### config.mk
export PLATFORM = sky130hd
export DESIGN_NAME = jtbubl_rom_arb
export DESIGN_NICKNAME = d
export VERILOG_FILES = /design/src/rtl/jtbubl_rom_arb.sv
export SDC_FILE = /design/constraint.sdc
export NUM_CORES = 1
export LEC_CHECK = 0
export ABC_CLOCK_PERIOD_IN_PS = 7200
export BUFFER_PORTS_ARGS = -buffer_cell sky130_fd_sc_hd__buf_2
export CAP_MARGIN = 20
export CORE_ASPECT_RATIO = 1.4
export CORE_MARGIN = 4
export CORE_UTILIZATION = 62
export CTS_CLUSTER_DIAMETER = 60
export DETAILED_ROUTE_END_ITERATION = 10
export PLACE_DENSITY = 0.86
export SETUP_SLACK_MARGIN = 0.1
export SLEW_MARGIN = 20
export SYNTH_ARGS = -nofsm -noshare
export SYNTH_HDL_FRONTEND = slang
export SYNTH_SLANG_ARGS = --single-unit
export TNS_END_PERCENT = 50
### constraint.sdc
create_clock -name clk -period 7.2 [get_ports clk]
set_clock_uncertainty 0.1 [all_clocks]
set_input_delay 0.36 -clock clk [delete_from_list [all_inputs] [get_ports clk]]
set_output_delay 0.36 -clock clk [all_outputs]
set_load 0.02 [all_outputs]
### src/rtl/jtbubl_rom_arb.sv
// jtbubl_rom_arb: shares one SDRAM read port among four 8-bit ROM slots,
// each fronted by a one-word tagged cache and served round-robin.
module jtbubl_rom_arb #(
    parameter int          AW      = 18,
    parameter logic [21:0] OFFSET0 = 22'h0,
    parameter logic [21:0] OFFSET1 = 22'h1_4000,
    parameter logic [21:0] OFFSET2 = 22'h1_C000,
    parameter logic [21:0] OFFSET3 = 22'h1_8000
) (
    input  logic          clk,
    input  logic          rstn,
    input  logic          downloading,
    input  logic          slot0_cs,
    input  logic [AW-1:0] slot0_addr,
    output logic          slot0_ok,
    output logic [7:0]    slot0_dout,
    input  logic          slot1_cs,
    input  logic [AW-1:0] slot1_addr,
    output logic          slot1_ok,
    output logic [7:0]    slot1_dout,
    input  logic          slot2_cs,
    input  logic [AW-1:0] slot2_addr,
    output logic          slot2_ok,
    output logic [7:0]    slot2_dout,
    input  logic          slot3_cs,
    input  logic [AW-1:0] slot3_addr,
    output logic          slot3_ok,
    output logic [7:0]    slot3_dout,
    output logic          sdram_req,
    output logic [21:0]   sdram_addr,
    input  logic          sdram_ack,
    input  logic          data_rdy,
    input  logic [15:0]   data_read
);
    typedef enum logic [1:0] {IDLE, REQ, WAIT} state_t;
    state_t state, st_nxt;
    logic [AW-1:0] addr [4];
    logic [21:0]   offs [4];
    logic [7:0]    dout [4];
    logic [AW-2:0] tag  [4];
    logic [15:0]   word [4];
    logic [3:0]    cs, hit, ok, pending, valid;
    logic [AW-2:0] gtag;
    logic [1:0]    gnt, rr, sel;
    logic          fill;

    assign addr[0] = slot0_addr;
    assign addr[1] = slot1_addr;
    assign addr[2] = slot2_addr;
    assign addr[3] = slot3_addr;
    assign offs[0] = OFFSET0;
    assign offs[1] = OFFSET1;
    assign offs[2] = OFFSET2;
    assign offs[3] = OFFSET3;
    assign cs = {slot3_cs, slot2_cs, slot1_cs, slot0_cs};
    assign {slot3_ok, slot2_ok, slot1_ok, slot0_ok} = ok;
    assign slot0_dout = dout[0];
    assign slot1_dout = dout[1];
    assign slot2_dout = dout[2];
    assign slot3_dout = dout[3];

    // The slot already in flight for the same word must not queue a duplicate read
    always_comb begin
        hit     = '0;
        ok      = '0;
        pending = '0;
        for (int i = 0; i < 4; i++) begin
            hit[i]     = valid[i] && tag[i] == addr[i][AW-1:1];
            ok[i]      = cs[i] & hit[i] & ~downloading;
            dout[i]    = addr[i][0] ? word[i][15:8] : word[i][7:0];
            pending[i] = cs[i] & ~hit[i] & ~downloading &
                         ~(state != IDLE && gnt == 2'(i) && gtag == addr[i][AW-1:1]);
        end
    end

    // Scan downwards so the nearest pending slot after rr wins
    always_comb begin
        sel = rr;
        for (int k = 4; k >= 1; k--)
            if (pending[rr + 2'(k)]) sel = rr + 2'(k);
    end

    always_comb begin
        st_nxt = state;
        fill   = 1'b0;
        case (state)
            IDLE: st_nxt = |pending ? REQ : IDLE;
            REQ: begin
                st_nxt = sdram_ack ? (data_rdy ? IDLE : WAIT) : REQ;
                fill   = sdram_ack & data_rdy;
            end
            WAIT: begin
                st_nxt = data_rdy ? IDLE : WAIT;
                fill   = data_rdy;
            end
            default: st_nxt = IDLE;
        endcase
        if (downloading) begin
            st_nxt = IDLE;
            fill   = 1'b0;
        end
    end

    always_ff @(posedge clk or negedge rstn) begin
        if (!rstn) state <= IDLE;
        else       state <= st_nxt;
    end

    always_ff @(posedge clk or negedge rstn) begin
        if (!rstn) begin
            sdram_req  <= 1'b0;
            sdram_addr <= '0;
            gnt        <= '0;
            gtag       <= '0;
            rr         <= 2'd3;
            valid      <= '0;
            for (int i = 0; i < 4; i++) begin
                tag[i]  <= '0;
                word[i] <= '0;
            end
        end else begin
            sdram_req <= st_nxt == REQ;
            if (state == IDLE && |pending) begin
                gnt        <= sel;
                gtag       <= addr[sel][AW-1:1];
                rr         <= sel;
                sdram_addr <= offs[sel] + 22'(addr[sel][AW-1:1]);
            end
            for (int i = 0; i < 4; i++) begin
                if (fill && gnt == 2'(i)) begin
                    valid[i] <= 1'b1;
                    tag[i]   <= gtag;
                    word[i]  <= data_read;
                end
            end
            if (downloading) valid <= '0;
        end
    end
endmodule

==> impl_metrics.py, run 1 <==
metrics = {
    "timing": {
        "slew_viol_final": 0,
        "hold_ws_ps": 29.6,
        "fmax_mhz": 235,
        "hold_viol_final": 0,
        "finalSetupViolCount": 0,
        "tightest_slew_ps": 1100,
        "max-slew-margin-rel": 0.266,
        "period_share": 0.591,
        "rsz0062_at_grt": "false",
        "fin_setup_tns_ps": 0,
        "period_needed_ps": 4250,
    },
    "power_and_ir_drop": {
        "cellPowerDensity_nw_per_um2": 340,
        "p_int_mw": 2.19,
        "pwr-share-seq": 0.408,
        "p_leak_nw": 5.07,
        "p_comb_frac": 0.340,
        "switching_share": 0.392,
        "clkPwrFrac": 0.252,
        "switchingPower_mw": 1.42,
        "ir_worst_vdd_mv": 0.190,
    },
    "final_layout": {
        "nFillCells": 1094,
        "finalNetCount": 989,
        "area_growth_pct": 12.0,
        "diodes": 0,
        "regArea_um2": 4110,
        "drive_gt1_frac": 0.419,
        "multi_input_area_um2": 4830,
    },
    "worst_setup_path": {
        "setup.worst_path.start_class": "register",
        "reg2reg_slack_ps": 2950,
        "regToRegStartpoint": "tag[61]",
        "timing.rr.end": "sdram_addr[16]",
        "cp.required_ps": 7400,
        "rr_worst_depth": 15,
        "critPathArrivalTime_ps": 4460,
        "crit_fanout": 23,
        "end_kind": "register",
        "critical_path_class": "register to register",
    },
    "global_route": {
        "antenna_found_initial": 2,
        "grt_use_total": 0.290,
        "grt_overflow": 0,
        "grt_start_max_net_pins": 100,
        "grt_first_pass_wirelength_um": 39000,
        "first_global_vias": 7226,
    },
    "yosys": {
        "synthFlopType": "dfrtp_1",
        "ys_warn_count": 0,
        "ys_seq_elements": 164,
        "synth_largest_area_cell": "dfrtp_1",
        "synth_edf_count": 0,
        "synth_top_area_frac": 0.427,
        "synth.distinct_cells": 57,
        "syn_area_per_cell_um2": 12.2,
        "synth_cells": 778,
        "synth_area_um2": 9490,
        "synth_area_leaders": "dfrtp_1 43%, mux2_2 20%, xnor2_1 9.3%, xor2_1 3.1%, nand4_1 3.0%",
        "async_flop_share": 1.00,
        "seq_area_frac_synth": 0.433,
    },
    "floorplanning": {
        "rows": 53,
        "die_width_um": 113,
        "ios": 156,
        "start_util": 0.633,
        "core_area_um2": 15000,
        "die_height_um": 154,
        "die_area_um2": 17400,
    },
    "cts": {
        "cts_tree": "built",
        "cts.clk_slew.worst_paths_ps": 80,
        "cts_buffers": 17,
        "cts.path.max_buffers": 2,
        "clock-sinks": 164,
        "post_cts_buffers": 0,
        "clkLatencyLatePin_ps": 430,
        "root_buffer": "clkbuf_16",
        "htreeDepth": 4,
    },
    "hold_path": {
        "min_path_type": "primary input to register",
        "hold_depth": 2,
        "hold_end": "state[1]",
        "hold_path_startpoint": "data_rdy",
    },
    "routing": {
        "wire_per_inst_um": 23.1,
        "initialDrtViolationCount": 438,
        "drc_errors": 0,
        "firstDrtPassIters": 5,
        "via_count": 6730,
        "wl_um": 25100,
        "postRouteAntennaNets": 0,
        "vias_per_cell": 6.18,
    },
    "job": {
        "cap_violations": 0,
    },
    "place": {
        "gp_congestion": 0.927,
        "hpwl_um": 18500,
        "port_buffers": 151,
    },
    "run_status": {
        "outcome": "complete, no violations",
    },
}
stage by stage:
stage	cells	area, µm²	util	worst slack (ps)	total power [mW]
floorplan	781	9500	-	3890	2.45
global placement	1056	10000	0.668	3010	2.66
detailed placement	1056	10000	0.668	2940	2.70
CTS	1089	10600	0.709	3000	3.61
global route	1089	10600	0.709	2680	3.79
finish	1089	10600	0.709	2950	3.61
cell usage in the layout, fill, tap and decap left out, types with 3 or more instances in the layout:
cell / Yosys / final
xnor2_1: 101 / 101
o221ai_1: 5 / 5
clkinv_8: 0 / 5
mux2_2: 166 / 166
buf_2: 7 / 150
dfrtp_1: 162 / 162
ha_1: 8 / 8
a211o_1: 13 / 13
nand4_1: 46 / 46
o211ai_1: 13 / 13
inv_6: 0 / 3
mux2i_1: 22 / 22
nor3_1: 11 / 11
nor2_1: 5 / 4
a21o_1: 4 / 4
inv_8: 0 / 5
nand2_1: 27 / 27
a41o_1: 3 / 3
inv_1: 8 / 8
conb_1: 1 / 4
buf_4: 19 / 5
nor2b_1: 5 / 4
o31ai_1: 15 / 15
clkbuf_16: 0 / 17
nor4_1: 10 / 10
nand3_1: 6 / 6
xor2_1: 34 / 34
nor3b_1: 3 / 3
cell type report:
| cell class | instances | area share |
|---|---|---|
| inverters | 10 | 0.00353 |
| multi-input cells | 534 | 0.454 |
| clock inverters | 15 | 0.0170 |
| flip-flops and latches | 164 | 0.386 |
| well taps | 192 | 0.0226 |
| clock buffers | 17 | 0.0400 |
| repair buffers | 157 | 0.0762 |
synth_stat cells (all sizes together), types with 13 or more instances:
master	count
nand2	27
mux2i	23
buf	53
o31ai	15
a211o	13
nor3	13
xnor2	102
mux2	166
clkbuf	20
dfrtp	162
xor2	34
o211ai	14
nand4	48
power by group through the flow:
stage | clock, mW | combinational (mW) | sequential, mW
after global placement | 0 | 1.20 | 1.46
after global routing | 0.968 | 1.32 | 1.50
after detailed placement | 0 | 1.22 | 1.48
after floorplan | 0 | 1.17 | 1.28
after CTS | 0.924 | 1.23 | 1.46
final | 0.909 | 1.23 | 1.47
kinds of logic (layout without fill, tap and decap cells):
group           after synthesis  after routing  synth area share
flops                       164            164             0.433
compound gates               69             69            0.0649
xor+xnor                    136            136             0.126
simple gates                128            128            0.0812
other cells                   1              4          0.000395
fa+ha+maj                     8              8            0.0106
buf+inv                      83            199            0.0612
mux                         189            189             0.223
flip-flops by register name, summed over array words and instances, names as in the netlist:
register,cells
gnt,2
gtag,17
rr,2
sdram_addr,4
sdram_req,1
state,2
tag,68
valid,4
word,64
layer usage:
metal / track usage / routed length, µm
met1: 0.338 / 9370
met2: 0.488 / 12600
met3: 0.0552 / 1550
met4: 0.185 / 1600
met5: 0 / 27
critical path, stage by stage (launching register included):
cell	delay, ps
dfrtp_1	390
xnor2_1	370
nand4_1	150
nor3_1	200
nand4_1	270
and3_4	310
o32ai_4	630
nor3_4	60
buf_4	280
mux2i_1	280
mux2i_1	120
ha_1	230
ha_1	190
nor3b_1	140
a221oi_1	270
o211ai_2	120
how the worst max path moves through the flow:
stage,slack (ps),startpoint,cells past startpoint,to
final,2950,tag[61],15,sdram_addr[16]
after detailed placement,2940,slot0_addr[11],16,sdram_addr[16]
after floorplan,3890,gtag[9],16,sdram_addr[16]
after global routing,2680,tag[61],16,sdram_addr[16]
after CTS,3000,tag[61],15,sdram_addr[16]
after global placement,3010,slot0_addr[11],17,sdram_addr[16]
repair_timing:
item,CTS,global route
setup endpoints to repair,0,0
hold endpoints to repair,70,0
hold buffers,1,0
gates resized for setup,0,0
(Power assumes the default switching activity.)
==> run 2, diff against run 1 <==
--- a/config.mk
+++ b/config.mk
@@ -5,15 +5,15 @@
 export SDC_FILE = /design/constraint.sdc
 export NUM_CORES = 1
 export LEC_CHECK = 0
-export ABC_CLOCK_PERIOD_IN_PS = 7200
+export ABC_CLOCK_PERIOD_IN_PS = 3600
 export BUFFER_PORTS_ARGS = -buffer_cell sky130_fd_sc_hd__buf_2
 export CAP_MARGIN = 20
 export CORE_ASPECT_RATIO = 1.4
 export CORE_MARGIN = 4
-export CORE_UTILIZATION = 62
+export CORE_UTILIZATION = 52
 export CTS_CLUSTER_DIAMETER = 60
 export DETAILED_ROUTE_END_ITERATION = 10
-export PLACE_DENSITY = 0.86
+export PLACE_DENSITY = 0.76
 export SETUP_SLACK_MARGIN = 0.1
 export SLEW_MARGIN = 20
 export SYNTH_ARGS = -nofsm -noshare
==> constraint.sdc (replaced) <==
create_clock -name clk -period 3.6 [get_ports clk]
set_clock_uncertainty 0.1 [all_clocks]
set_input_delay 0.18 -clock clk [delete_from_list [all_inputs] [get_ports clk]]
set_output_delay 0.18 -clock clk [all_outputs]
set_load 0.02 [all_outputs]
==> impl_metrics.py, run 2 (synthesis results as in run 1) <==
metrics = {
    "run_status": {
        "outcome": "complete, but fails checks",
        "violations": "negative setup slack",
    },
    "global_route": {
        "first_global_vias": 7595,
        "grt_first_pass_wirelength_um": 42200,
        "antenna_found_initial": 3,
        "grt_overflow": 0,
        "grt_start_max_net_pins": 86,
        "grt_use_total": 0.272,
    },
    "timing": {
        "fmax_mhz": 277,
        "max-slew-margin-rel": 0.455,
        "period_needed_ps": 3610,
        "hold_ws_ps": 36.9,
        "tightest_slew_ps": 817,
        "finalSetupViolCount": 1,
        "rsz0062_at_grt": "true",
        "period_share": 1.00,
        "setup_ws_ps": -8.06,
        "hold_viol_final": 0,
        "slew_viol_final": 0,
    },
    "final_layout": {
        "largest_reg_flops": 68,
        "drive_gt1_frac": 0.468,
        "nFillCells": 1373,
        "layout.cells.non_filler": 1211,
        "final_cell_mix": "166 x mux2_2, 158 x dfrtp_1, 150 x buf_2, 92 x xnor2_1, 57 x buf_4",
        "diodes": 0,
        "area_growth_pct": 21.4,
        "final_common_cell": "mux2_2",
        "reg_top3": "tag: 68 flops, word: 64 flops, gtag: 17 flops",
        "regMostFlops": "tag",
        "final_util": 0.642,
        "final_cell_area_um2": 11500,
        "finalNetCount": 1063,
    },
    "cts": {
        "cts_tree": "built",
        "clkLatencyLatePin_ps": 430,
        "htreeDepth": 4,
        "cts.clk_slew.worst_paths_ps": 70,
        "cts_buffers": 17,
        "root_buffer": "clkbuf_16",
        "cts.path.max_buffers": 2,
        "clock-sinks": 164,
    },
    "place": {
        "place_area_um2": 10500,
        "dp.cells": 1157,
        "gp_congestion": 1.01,
        "place_ws_ps": -32.2,
        "port_buffers": 151,
        "hpwl_um": 19900,
    },
    "worst_setup_path": {
        "cp.required_ps": 3800,
        "slowest_delay_ps": 500,
        "setup.worst_path.start_class": "register",
        "critical_path_class": "register to register",
        "crit_slowest_cell": "dfrtp_1",
        "critPathArrivalTime_ps": 3810,
        "crit_fanout": 7,
        "end_kind": "register",
        "path_cells": "buf_4, xor2_1, nor4_2, nand4_1, and3_4, o32ai_4, nor3_4, buf_12, mux2i_2, mux2i_1, ha_2, ha_1, nand2b_1, nor2_1, a221oi_2, o211ai_2",
    },
    "power_and_ir_drop": {
        "ir_worst_vdd_mv": 0.422,
        "p_leak_nw": 5.49,
        "cellPowerDensity_nw_per_um2": 685,
    },
    "routing": {
        "initialDrtViolationCount": 493,
        "postRouteAntennaNets": 0,
        "wl_um": 27200,
        "drc_errors": 0,
        "wire_per_inst_um": 22.4,
        "via_count": 7106,
        "firstDrtPassIters": 6,
        "vias_per_cell": 5.87,
    },
    "floorplanning": {
        "die_width_um": 122,
        "start_util": 0.529,
        "ios": 156,
        "die_height_um": 168,
        "die_area_um2": 20500,
        "rows": 58,
        "core_area_um2": 17900,
    },
    "hold_path": {
        "min_path_type": "primary input to register",
    },
    "job": {
        "cap_violations": 0,
    },
}
## run 2: cell count changes in the layout (fill, tap and decap cells not counted), moves of 4 or more
cell / delta
dfrtp_1: -4
inv_8: -5
clkinv_8: -5
bufinv_16: +5
dfrtp_2: +4
dlygate4sd3_1: +18
buf_4: +52
xnor2_1: -9
buf_12: +4
xnor2_2: +9
## run 2: metrics by stage
step                      total power, mW  setup TNS (ps)
after floorplan                      4.91               0
after global placement               5.67               0
after detailed placement             5.73           -32.2
after CTS                            7.81               0
after global routing                 8.26            -145
final                                7.89           -8.06
## run 2: final cells by class
cell class                      instances  area (µm²)  share of cell area
Sequential cell                       164        4110               0.357
Multi-Input combinational cell        534        4950               0.430
Inverter                               10        37.5             0.00326
Clock inverter                         15         226              0.0197
Timing Repair Buffer                  231        1460               0.127
Clock buffer                           17         425              0.0369
Tap cell                              240         300              0.0261
## run 2: path summary, 6_finish.rpt
path,depth (start not counted),slack (ps),startpoint,endpoint
worst min register to register,1,380,valid[2],valid[2]
max in group asynchronous,3,2170,rstn,rr[0]
worst max-delay path,16,-8,gtag[1],sdram_addr[16]
min in group asynchronous,2,280,rstn,word[4]
worst max register to register,16,-8,gtag[1],sdram_addr[16]
worst min-delay path,3,40,slot1_addr[14],gtag[13]
## run 2: power by group
| group | switching (mW) | leakage (nW) | internal, mW |
|---|---|---|---|
| Combinational | 1.55 | 2.98 | 1.48 |
| Clock | 0.781 | 0.310 | 1.24 |
| Sequential | 0.553 | 2.21 | 2.29 |
| Total | 2.88 | 5.49 | 5.01 |
## run 2: worst max-delay path: cells and delay by family (launching register included)
family	cells	cell delay, ps
flip-flops	1	500
adder cells (fa/ha/maj)	2	380
XOR/XNOR	1	170
multiplexers	2	340
buffers and inverters	2	370
AO/OA/AOI/OAI	3	650
AND/OR/NAND/NOR	6	970
## run 2: routing by layer
| metal | routed length (µm) | global-route usage | vias up |
|---|---|---|---|
| met3 | 1540 | 0.0558 | 107 |
| met2 | 13800 | 0.454 | 301 |
| met1 | 9870 | 0.309 | 3552 |
| met4 | 1920 | 0.190 | 6 |
| met5 | 51 | 0 | - |
| li1 | - | - | 3140 |
## run 2: repair_timing
| action | 4_1_cts | 5_1_grt |
|---|---|---|
| hold buffers | 19 | 0 |
| setup endpoints to repair | 2 | 3 |
| hold endpoints to repair | 150 | 0 |
| pin swaps | 6 | 10 |
| gates resized for setup | 9 | 14 |
| buffers inserted | 1 | 2 |
==> run 3, diff against run 2 <==
--- a/config.mk
+++ b/config.mk
@@ -8,7 +8,7 @@
 export ABC_CLOCK_PERIOD_IN_PS = 3600
 export BUFFER_PORTS_ARGS = -buffer_cell sky130_fd_sc_hd__buf_2
 export CAP_MARGIN = 20
-export CORE_ASPECT_RATIO = 1.4
+export CORE_ASPECT_RATIO = 0.6
 export CORE_MARGIN = 4
 export CORE_UTILIZATION = 52
 export CTS_CLUSTER_DIAMETER = 60
==> impl_metrics.py, run 3 (synthesis results as in run 1) <==
metrics = {
    "place": {
        "place_ws_ps": -55.7,
        "port_buffers": 151,
        "hpwl_um": 21100,
        "gp_congestion": 0.961,
        "dp.cells": 1139,
    },
    "cts": {
        "cts.clk_slew.worst_paths_ps": 70,
        "cts_tree": "built",
        "cts_buffers": 17,
        "cts.path.max_buffers": 2,
        "clkLatencyLatePin_ps": 430,
        "clock-sinks": 164,
        "root_buffer": "clkbuf_16",
        "htreeDepth": 4,
    },
    "power_and_ir_drop": {
        "p_int_mw": 5.05,
        "switching_share": 0.379,
        "p_leak_nw": 5.59,
        "p_comb_frac": 0.419,
        "switchingPower_mw": 3.09,
        "pwr-share-seq": 0.356,
        "cellPowerDensity_nw_per_um2": 691,
        "clkPwrFrac": 0.226,
        "ir_worst_vdd_mv": 0.362,
    },
    "timing": {
        "fmax_mhz": 279,
        "period_share": 0.996,
        "hold_ws_ps": 41.7,
        "setup_ws_ps": 15.1,
        "tightest_slew_ps": 721,
        "period_needed_ps": 3580,
        "slew_viol_final": 0,
        "hold_viol_final": 0,
        "finalSetupViolCount": 0,
        "rsz0062_at_grt": "true",
        "max-slew-margin-rel": 0.519,
    },
    "routing": {
        "wire_per_inst_um": 23.5,
        "vias_per_cell": 5.88,
        "initialDrtViolationCount": 784,
        "postRouteAntennaNets": 0,
        "wl_um": 29000,
        "via_count": 7233,
        "firstDrtPassIters": 6,
        "drc_errors": 0,
    },
    "hold_path": {
        "hold_path_startpoint": "slot1_addr[7]",
        "hold_end": "gtag[6]",
        "min_path_type": "primary input to register",
        "hold_depth": 3,
    },
    "floorplanning": {
        "die_area_um2": 20500,
        "rows": 37,
        "start_util": 0.542,
        "die_width_um": 182,
        "core_area_um2": 17500,
        "die_height_um": 113,
        "ios": 156,
    },
    "final_layout": {
        "largest_reg_flops": 68,
        "final_cell_mix": "166 x mux2_2, 150 x buf_2, 145 x dfrtp_1, 90 x xnor2_1, 83 x buf_4",
        "multi_input_area_um2": 5070,
        "area_growth_pct": 24.0,
        "reg_top3": "tag: 68 flops, word: 64 flops, gtag: 17 flops",
        "finalNetCount": 1089,
        "nFillCells": 1357,
        "regArea_um2": 4130,
        "layout.cells.non_filler": 1231,
        "final_util": 0.672,
        "diodes": 0,
        "final_common_cell": "mux2_2",
        "regMostFlops": "tag",
        "drive_gt1_frac": 0.514,
    },
    "worst_setup_path": {
        "end_kind": "register",
        "reg2reg_slack_ps": 20,
        "critical_path_class": "register to register",
        "timing.rr.end": "sdram_addr[16]",
        "setup.worst_path.start_class": "register",
        "cp.required_ps": 3800,
        "regToRegStartpoint": "gtag[12]",
        "crit_fanout": 10,
        "rr_worst_depth": 16,
        "critPathArrivalTime_ps": 3780,
    },
    "global_route": {
        "first_global_vias": 7307,
        "grt_use_total": 0.282,
        "grt_start_max_net_pins": 91,
        "grt_overflow": 0,
        "antenna_found_initial": 0,
        "grt_first_pass_wirelength_um": 44000,
    },
    "job": {
        "cap_violations": 0,
    },
    "run_status": {
        "outcome": "complete, no violations",
    },
}
-- run 3: cell types whose count changed in the layout (fill, tap and decap cells not counted), moves of 3 or more --
cell | before | now
nor3_2 | 2 | 5
buf_4 | 57 | 83
bufinv_16 | 5 | 1
clkbuf_8 | 0 | 3
nor4_2 | 2 | 7
dfrtp_2 | 4 | 17
nor3_1 | 9 | 6
nor4_1 | 9 | 3
dfrtp_1 | 158 | 145
ha_1 | 7 | 4
-- run 3: worst max-delay path by stage --
| stage | start | endpoint | slack, ps | depth (start not counted) |
|---|---|---|---|---|
| floorplan | gtag[9] | sdram_addr[16] | 290 | 16 |
| global placement | gtag[14] | sdram_addr[16] | -40 | 15 |
| detailed placement | gtag[9] | sdram_addr[16] | -60 | 15 |
| CTS | gtag[14] | sdram_addr[16] | 130 | 15 |
| global route | gtag[16] | sdram_addr[16] | -50 | 16 |
| finish | gtag[12] | sdram_addr[16] | 20 | 16 |
-- run 3: area by class of cell --
cell class              count  share of cell area
inverters                  10             0.00319
multi-input cells         534               0.431
clock buffers              20              0.0397
well taps                 234              0.0249
clock inverters            12              0.0102
flip-flops and latches    164               0.351
repair buffers            257               0.140
-- run 3: critical path, stage by stage (launching register included) --
cell and delay (ps):
dfrtp_2 530, xnor2_1 240, nand4_1 150, nor3_1 170, nand4_1 150, and3_4 250, o32ai_4 330, nor3_4 80
buf_12 160, mux2i_2 160, mux2i_1 200, ha_2 240, ha_4 130, nand2b_4 110, nor2_1 50, a221oi_2 280
o211ai_2 120
-- run 3: what timing repair did --
item / CTS / global route
hold endpoints to repair: 141 / 0
endpoints found under the setup margin: 3 / 3
pin swaps: 4 / 27
resized for setup: 26 / 33
buffers inserted: 14 / 27
hold buffers: 19 / 0
-- run 3: power by group through the flow --
| stage | Combinational [mW] | Clock [mW] | Sequential, mW |
|---|---|---|---|
| 6_report | 3.41 | 1.84 | 2.89 |
| 5_1_grt | 3.62 | 1.93 | 2.94 |
| 4_1_cts | 2.96 | 1.86 | 2.91 |
| 3_5_place_dp | 2.75 | 0 | 2.95 |
| 3_3_place_gp | 2.72 | 0 | 2.93 |
| 2_1_floorplan | 2.35 | 0 | 2.56 |
-- run 3: metal layers --
metal / vias to the layer above / share of wire / routed length [µm] / track usage
met3: 31 / 0.11 / 3250 / 0.0865
met4: 0 / 0.011 / 318 / 0.0625
met1: 3614 / 0.47 / 13800 / 0.446
met2: 394 / 0.40 / 11600 / 0.373
met5: - / 0 / 0 / 0
li1: 3194 / - / - / -
-- run 3: per-stage QoR --
step | setup TNS (ps) | cell area (µm²) | power, mW
floorplan | 0 | 9500 | 4.91
global placement | -41.3 | 10400 | 5.65
detailed placement | -55.7 | 10400 | 5.70
CTS | 0 | 11400 | 7.72
global route | -53.2 | 11800 | 8.49
finish | 0 | 11800 | 8.13
